`src/rtl/free_list_pkg.sv`:
```
// ============================================================================
// Module : free_list_pkg
// Brief  : Shared rename constants and types for the physical-register free list.
// Rev    : 1.0
// ============================================================================
`default_nettype none

package free_list_pkg;

    localparam int PREG_WIDTH = 7;
    localparam int NUM_PREGS  = 128;
    localparam int NUM_AREGS  = 32;
    localparam int FL_DEPTH   = NUM_PREGS - NUM_AREGS;
    localparam int FL_PTR_W   = $clog2(FL_DEPTH);

    typedef logic [PREG_WIDTH-1:0] preg_t;
    typedef logic [FL_PTR_W-1:0]   fl_ptr_t;

    // Distance from base to idx walking forward around a ring of the given depth.
    function automatic int fl_ring_offset(input int idx, input int base, input int depth);
        return (idx >= base) ? (idx - base) : (idx + depth - base);
    endfunction

endpackage

`default_nettype wire

```
`src/rtl/fl_ptr_inc.sv`:
```
// ============================================================================
// Module : fl_ptr_inc
// Brief  : Conditional pointer increment with explicit wrap at DEPTH-1.
// Rev    : 1.0
// ============================================================================
`default_nettype none

module fl_ptr_inc #(
    parameter int DEPTH = 96,
    parameter int PTR_W = 7
) (
    input  logic [PTR_W-1:0] ptr_i,
    input  logic             inc_i,
    output logic [PTR_W-1:0] ptr_o
);

    // DEPTH need not be a power of two, so wrap is a compare, not a mask.
    always_comb begin
        ptr_o = ptr_i;
        if (inc_i) begin
            ptr_o = (ptr_i == PTR_W'(DEPTH - 1)) ? '0 : ptr_i + 1'b1;
        end
    end

endmodule

`default_nettype wire

```
`src/rtl/free_list.sv`:
```
// ============================================================================
// Module : free_list
// Brief  : Circular FIFO of free physical registers with one head checkpoint.
//          Optional double-free detection: FREE_LIST_DBL_FREE_CHECK_EN.
// Rev    : 1.0
// ============================================================================
`default_nettype none

module free_list #(
    parameter int PREG_WIDTH = free_list_pkg::PREG_WIDTH,
    parameter int NUM_PREGS  = free_list_pkg::NUM_PREGS,
    parameter int NUM_AREGS  = free_list_pkg::NUM_AREGS
) (
    input  logic                  clk,
    input  logic                  reset,
    input  logic                  alloc_req,
    output logic                  alloc_valid,
    output logic [PREG_WIDTH-1:0] alloc_preg,
    input  logic                  free_valid,
    input  logic [PREG_WIDTH-1:0] free_preg,
    input  logic                  checkpoint,
    input  logic                  restore,
`ifdef FREE_LIST_DBL_FREE_CHECK_EN
    output logic                  double_free_err,
`endif
    output logic [PREG_WIDTH-1:0] free_count
);

    import free_list_pkg::*;

    localparam int DEPTH = NUM_PREGS - NUM_AREGS;
    localparam int PTR_W = $clog2(DEPTH);

    logic [PREG_WIDTH-1:0] mem_q [DEPTH];
    logic [PTR_W-1:0]      head_q, head_d, head_inc, tail_q, tail_d, snap_q;
    logic [PREG_WIDTH-1:0] count_q, count_d, count_after_alloc;
    logic [PREG_WIDTH-1:0] asc_q, asc_d;
    logic                  alloc_fire, free_fire, free_ok;

    assign alloc_valid       = (count_q != '0);
    assign alloc_preg        = mem_q[head_q];
    assign free_count        = count_q;
    assign alloc_fire        = alloc_req && alloc_valid && !restore;
    assign count_after_alloc = count_q - PREG_WIDTH'(alloc_fire);
    assign free_fire         = free_valid && (free_preg != '0)
                               && (count_after_alloc < PREG_WIDTH'(DEPTH)) && free_ok;

    fl_ptr_inc #(.DEPTH(DEPTH), .PTR_W(PTR_W)) u_head_inc (
        .ptr_i (head_q),
        .inc_i (alloc_fire),
        .ptr_o (head_inc)
    );

    fl_ptr_inc #(.DEPTH(DEPTH), .PTR_W(PTR_W)) u_tail_inc (
        .ptr_i (tail_q),
        .inc_i (free_fire),
        .ptr_o (tail_d)
    );

    always_comb begin
        head_d  = restore ? snap_q : head_inc;
        count_d = count_after_alloc + PREG_WIDTH'(free_fire);
        asc_d   = asc_q;
        if (restore) begin
            count_d = count_q + asc_q + PREG_WIDTH'(free_fire);
            asc_d   = '0;
        end else if (checkpoint) begin
            asc_d   = '0;
        end else if (alloc_fire && (asc_q != PREG_WIDTH'(DEPTH))) begin
            asc_d   = asc_q + 1'b1;
        end
    end

    always_ff @(posedge clk) begin
        if (reset) begin
            for (int i = 0; i < DEPTH; i++) begin
                mem_q[i] <= PREG_WIDTH'(NUM_AREGS + i);
            end
            head_q  <= '0;
            tail_q  <= '0;
            snap_q  <= '0;
            count_q <= PREG_WIDTH'(DEPTH);
            asc_q   <= '0;
        end else begin
            head_q  <= head_d;
            tail_q  <= tail_d;
            count_q <= count_d;
            asc_q   <= asc_d;
            // Snapshot is post-rename so it lines up with the map-table shadow.
            if (checkpoint && !restore) begin
                snap_q <= head_d;
            end
            if (free_fire) begin
                mem_q[tail_q] <= free_preg;
            end
        end
    end

`ifdef FREE_LIST_DBL_FREE_CHECK_EN
    logic [NUM_PREGS-1:0] in_list_q, in_list_d;
    logic                 dbl_err_q;

    assign free_ok         = !in_list_q[free_preg];
    assign double_free_err = dbl_err_q;

    // Squashed range is the asc_q slots starting at the snapshot head.
    always_comb begin
        in_list_d = in_list_q;
        if (alloc_fire) begin
            in_list_d[alloc_preg] = 1'b0;
        end
        if (restore) begin
            for (int i = 0; i < DEPTH; i++) begin
                if (fl_ring_offset(i, int'(snap_q), DEPTH) < int'(asc_q)) begin
                    in_list_d[mem_q[i]] = 1'b1;
                end
            end
        end
        if (free_fire) begin
            in_list_d[free_preg] = 1'b1;
        end
    end

    always_ff @(posedge clk) begin
        if (reset) begin
            in_list_q <= {{DEPTH{1'b1}}, {NUM_AREGS{1'b0}}};
            dbl_err_q <= 1'b0;
        end else begin
            in_list_q <= in_list_d;
            dbl_err_q <= free_valid && (free_preg != '0) && in_list_q[free_preg];
        end
    end
`else
    assign free_ok = 1'b1;
`endif

endmodule

`default_nettype wire

```
`config.mk`:
```
export PLATFORM = sky130hd
export DESIGN_NAME = free_list
export DESIGN_NICKNAME = d
export VERILOG_FILES = /design/src/rtl/free_list_pkg.sv /design/src/rtl/fl_ptr_inc.sv /design/src/rtl/free_list.sv
export SDC_FILE = /design/constraint.sdc
export NUM_CORES = 2
export LEC_CHECK = 0
export BUFFER_PORTS_ARGS = -buffer_cell sky130_fd_sc_hd__clkbuf_2
export CAP_MARGIN = 10
export CORE_ASPECT_RATIO = 1.5
export CORE_UTILIZATION = 40
export DETAILED_ROUTE_END_ITERATION = 6
export GPL_ROUTABILITY_DRIVEN = 0
export GPL_TIMING_DRIVEN = 0
export PLACE_DENSITY = 0.54
export SLEW_MARGIN = 25
export SYNTH_ARGS = -nofsm -noshare
export SYNTH_HDL_FRONTEND = slang
export SYNTH_SLANG_ARGS = --single-unit
export TNS_END_PERCENT = 50
```
`constraint.sdc`:
```
create_clock -name clk -period 6.4 [get_ports clk]
set_clock_uncertainty 0.2 [all_clocks]
set_input_delay 0.64 -clock clk [delete_from_list [all_inputs] [get_ports clk]]
set_output_delay 0.64 -clock clk [all_outputs]
set_load 0.1 [all_outputs]
```
==> impl_metrics.py <==
metrics = {
    "worst_setup_path": {
        "path_cells": "buf_2 -> buf_4 -> buf_2 -> buf_2 -> buf_2 -> mux2i_1 -> a21oi_1 -> a31oi_1 -> o21ai_0 -> o21ai_0 -> a32oi_1 -> clkbuf_2",
        "critPathBufInv": 6,
        "path_common_cell": "buf_2",
        "crit_family": "buffers and inverters",
        "worstPathArrival_ns": 5.60,
        "r2r-start": "free_count[2]",
        "crit_path_max_incr_delay_ns": 0.73,
        "rrSetupSlack_ns": 0.53,
        "rr_worst_depth": 14,
        "worstReg2RegEnd": "mem_q[70][4]",
        "cp_slowest_cell": "buf_2",
        "cp_max_fo": 10,
        "startpoint_type": "flop",
        "end_kind": "primary output",
        "crit_required_ns": 5.56,
        "crit_type": "reg -> out",
    },
    "timing": {
        "slew_headroom_pct": 18.55,
        "min_period_ns": 6.439,
        "post-route-period-util_pct": 100.6,
        "fin_hold_ws_ns": 0.2012,
        "tightest_slew_ns": 1.222,
        "max_freq_mhz": 155.3,
        "maxSlewViolCount": 0,
        "finalSetupViolCount": 2,
        "worst_slack_ns": -0.03893,
        "rsz0062_at_grt": "false",
        "hold_violations": 0,
    },
    "route": {
        "met2_length_mm": 81.85,
        "wl_mm": 169.5,
        "post_drt_wl_per_cell_um": 37.96,
        "wl_met3_mm": 16.48,
        "first_iter_violations": 3970,
        "vias": 28052,
        "final_antenna_net_count": 0,
        "via_per_inst": 6.283,
        "met1_length_mm": 54.43,
        "drc": 1,
        "top_layer": "met5",
        "dr.pass1.iters": 7,
    },
    "layout": {
        "syn2layout_area_growth_pct": 12.02,
        "drive_gt1_share_pct": 18.52,
        "final_nets": 3021,
        "postLayoutCoreUtil_pct": 45.20,
        "fillCellCount": 9360,
    },
    "global_route": {
        "antenna_found_initial": 9,
        "gr-total-overflow": 0,
        "grt_pass1_wl_mm": 228.3,
        "grt_max_degree": 40,
        "grt_pass1_vias": 28087,
        "grt_use_total_pct": 32.14,
    },
    "clock_tree": {
        "postCtsSetupBuffers": 0,
        "htree_levels": 3,
        "cts_sinks": 931,
        "clk_path_buf_depth": 3,
        "cts_root_buf": "clkbuf_16",
        "clk_latency_ns": 0.70,
        "path_clk_slew_ns": 0.07,
        "cts_buffers": 89,
        "cts-hold-fix-buffers": 0,
        "cts_tree": "built",
    },
    "synthesis": {
        "synth_edf_count": 896,
        "yosysUniqueCellTypes": 59,
        "synth_area_um2": 42020,
        "yosysWarnings": 0,
        "avgSynthCellArea_um2": 14.66,
        "ys_ff_latch": 931,
        "synth_ff_type": "edfxtp_1",
        "synth_top_area_share_pct": 64.02,
        "synthArstFlopShare_pct": 0,
        "syn_inst": 2867,
        "synth_nets": 2895,
        "yosysMostFrequentCell": "edfxtp_1",
        "synth_top_cell_by_area": "edfxtp_1",
        "synthTopCellsByArea": "edfxtp_1, mux4_2, mux2i_1, or3_1, and2_1",
        "synthTopCellsByCount": "edfxtp_1, or3_1, clkbuf_1, mux4_2, nand2_1",
        "ys_seq_area_share_pct": 65.69,
    },
    "floorplanning": {
        "io_pins": 28,
        "die_h_um": 399.0,
        "std_cell_rows": 145,
        "dieArea_um2": 106400,
        "fp.dieW_um": 266.7,
        "initial_core_util_pct": 40.35,
        "core_area_um2": 104100,
    },
    "job": {
        "max-cap-violations": 0,
    },
    "place": {
        "place.port_buffers": 26,
        "dpl.hpwl_mm": 119.5,
        "post-place-ws_ns": 0.5676,
    },
    "hold_path": {
        "hold-path-cell-count": 5,
        "hold_class": "in -> reg",
        "holdPathEnd": "asc_q[3]",
        "min_from": "alloc_req",
    },
    "power_and_ir_drop": {
        "ir_worst_vdd_mv": 0.2035,
        "leakage_nw": 14.34,
        "power_density_nw_per_um2": 293.0,
    },
    "outcome": {
        "violations": "DRC, setup timing",
        "outcome": "finished, violations left",
    },
}
[routing by layer]
metal  vias to the layer above  global-route usage [%]
li1                      11164                       -
met1                     14317                   34.92
met2                      1926                   53.15
met3                       637                   7.287
met4                         8                   27.56
met5                         -                       0
[sequential cells by signal (all words and copies together), names as in the netlist]
name        flops
mem_q         896
free_count      7
asc_q           7
tail_q          7
head_q          7
snap_q          7
[power by group]
part / leakage [nW] / internal [mW] / switching (mW)
logic: 4.24 / 0.397 / 1.02
clock network: 1.39 / 3.05 / 2.40
registers: 8.71 / 6.85 / 0.0716
[worst reg2reg max path: stages, from the launching register on]
cell      delay (ns)
dfxtp_1         0.41
or4_4           0.61
o41ai_2         0.33
buf_2           0.26
nor2_1          0.06
ha_1            0.25
ha_1            0.25
inv_1           0.14
nor3_1          0.11
o22ai_4         0.27
nand4_1         0.59
buf_2           0.57
buf_6           0.28
buf_2           0.35
o21bai_1        0.82
[cells by family after synthesis]
| group | Yosys count | synth area share [%] |
|---|---|---|
| flops | 931 | 65.69 |
| fa+ha+maj | 15 | 0.4823 |
| compound gates | 185 | 2.939 |
| mux | 345 | 14.03 |
| buf+inv | 290 | 2.843 |
| xor+xnor | 24 | 0.5002 |
| simple gates | 1077 | 13.51 |
[cells in the final DEF (no fill, tap or decap), drive strengths merged, types with 3 or more instances in the layout]
cell type  Yosys  final
edfxtp       896    896
clkbuf       195    329
or3          228    228
mux4         195    195
nand2        184    184
nor2         176    176
and2         168    168
mux2i        148    148
nor3         146    146
or2           96     96
buf           79     90
a21oi         39     39
dfxtp         35     35
clkinv         1     34
o21ai         28     28
a22oi         27     27
nor2b         24     24
a211oi        19     19
nand4         19     19
inv           15     17
nand3         16     16
o211ai        14     14
a31oi         13     13
ha            13     13
xor2          12     12
xnor2         12     12
o22ai         12     12
bufinv         0     10
diode          0      7
nand2b         6      6
a221oi         6      6
and3           6      6
o221ai         5      5
clkinvlp       0      5
a32oi          4      4
o21bai         4      4
or4            3      3
[layout make-up]
class	instances	area, µm²	share of cell area (%)
inverter	16	60.06	0.1276
tap	1396	1747	3.710
clock buffer	110	2391	5.079
timing repair buffer	36	341.6	0.7256
antenna	7	17.52	0.03721
sequential	931	27610	58.64
buffer	273	1181	2.509
multi-input combinational	1646	13240	28.12
clock inverter	50	493.0	1.047
[stage by stage]
step	total power, mW	setup TNS (ns)	cells	instance area [µm²]
after floorplan	7.803	0	2867	42020
after global placement	8.398	-3.302	4289	43900
final	13.79	-0.06900	4465	47080
after CTS	13.74	0	4458	47050
after detailed placement	8.438	0	4299	44170
after global routing	14.01	0	4458	47060
[how the worst max path moves through the flow]
stage                  start             to  slack (ns)  depth (start not counted)
2_1_floorplan  free_count[2]  free_count[6]        0.91                         19
3_3_place_gp       head_q[1]  alloc_preg[5]       -0.15                          9
3_5_place_dp       head_q[2]  alloc_preg[3]        0.57                          9
4_1_cts            head_q[0]  alloc_preg[6]        0.07                         12
5_1_grt            head_q[0]  alloc_preg[6]        0.02                         12
6_report           head_q[0]  alloc_preg[5]       -0.04                         12
[what timing repair did]
item	CTS	global route
gates resized for setup	0	1
cloned	0	0
setup endpoints to repair	4	1
(Power assumes the default switching activity.)
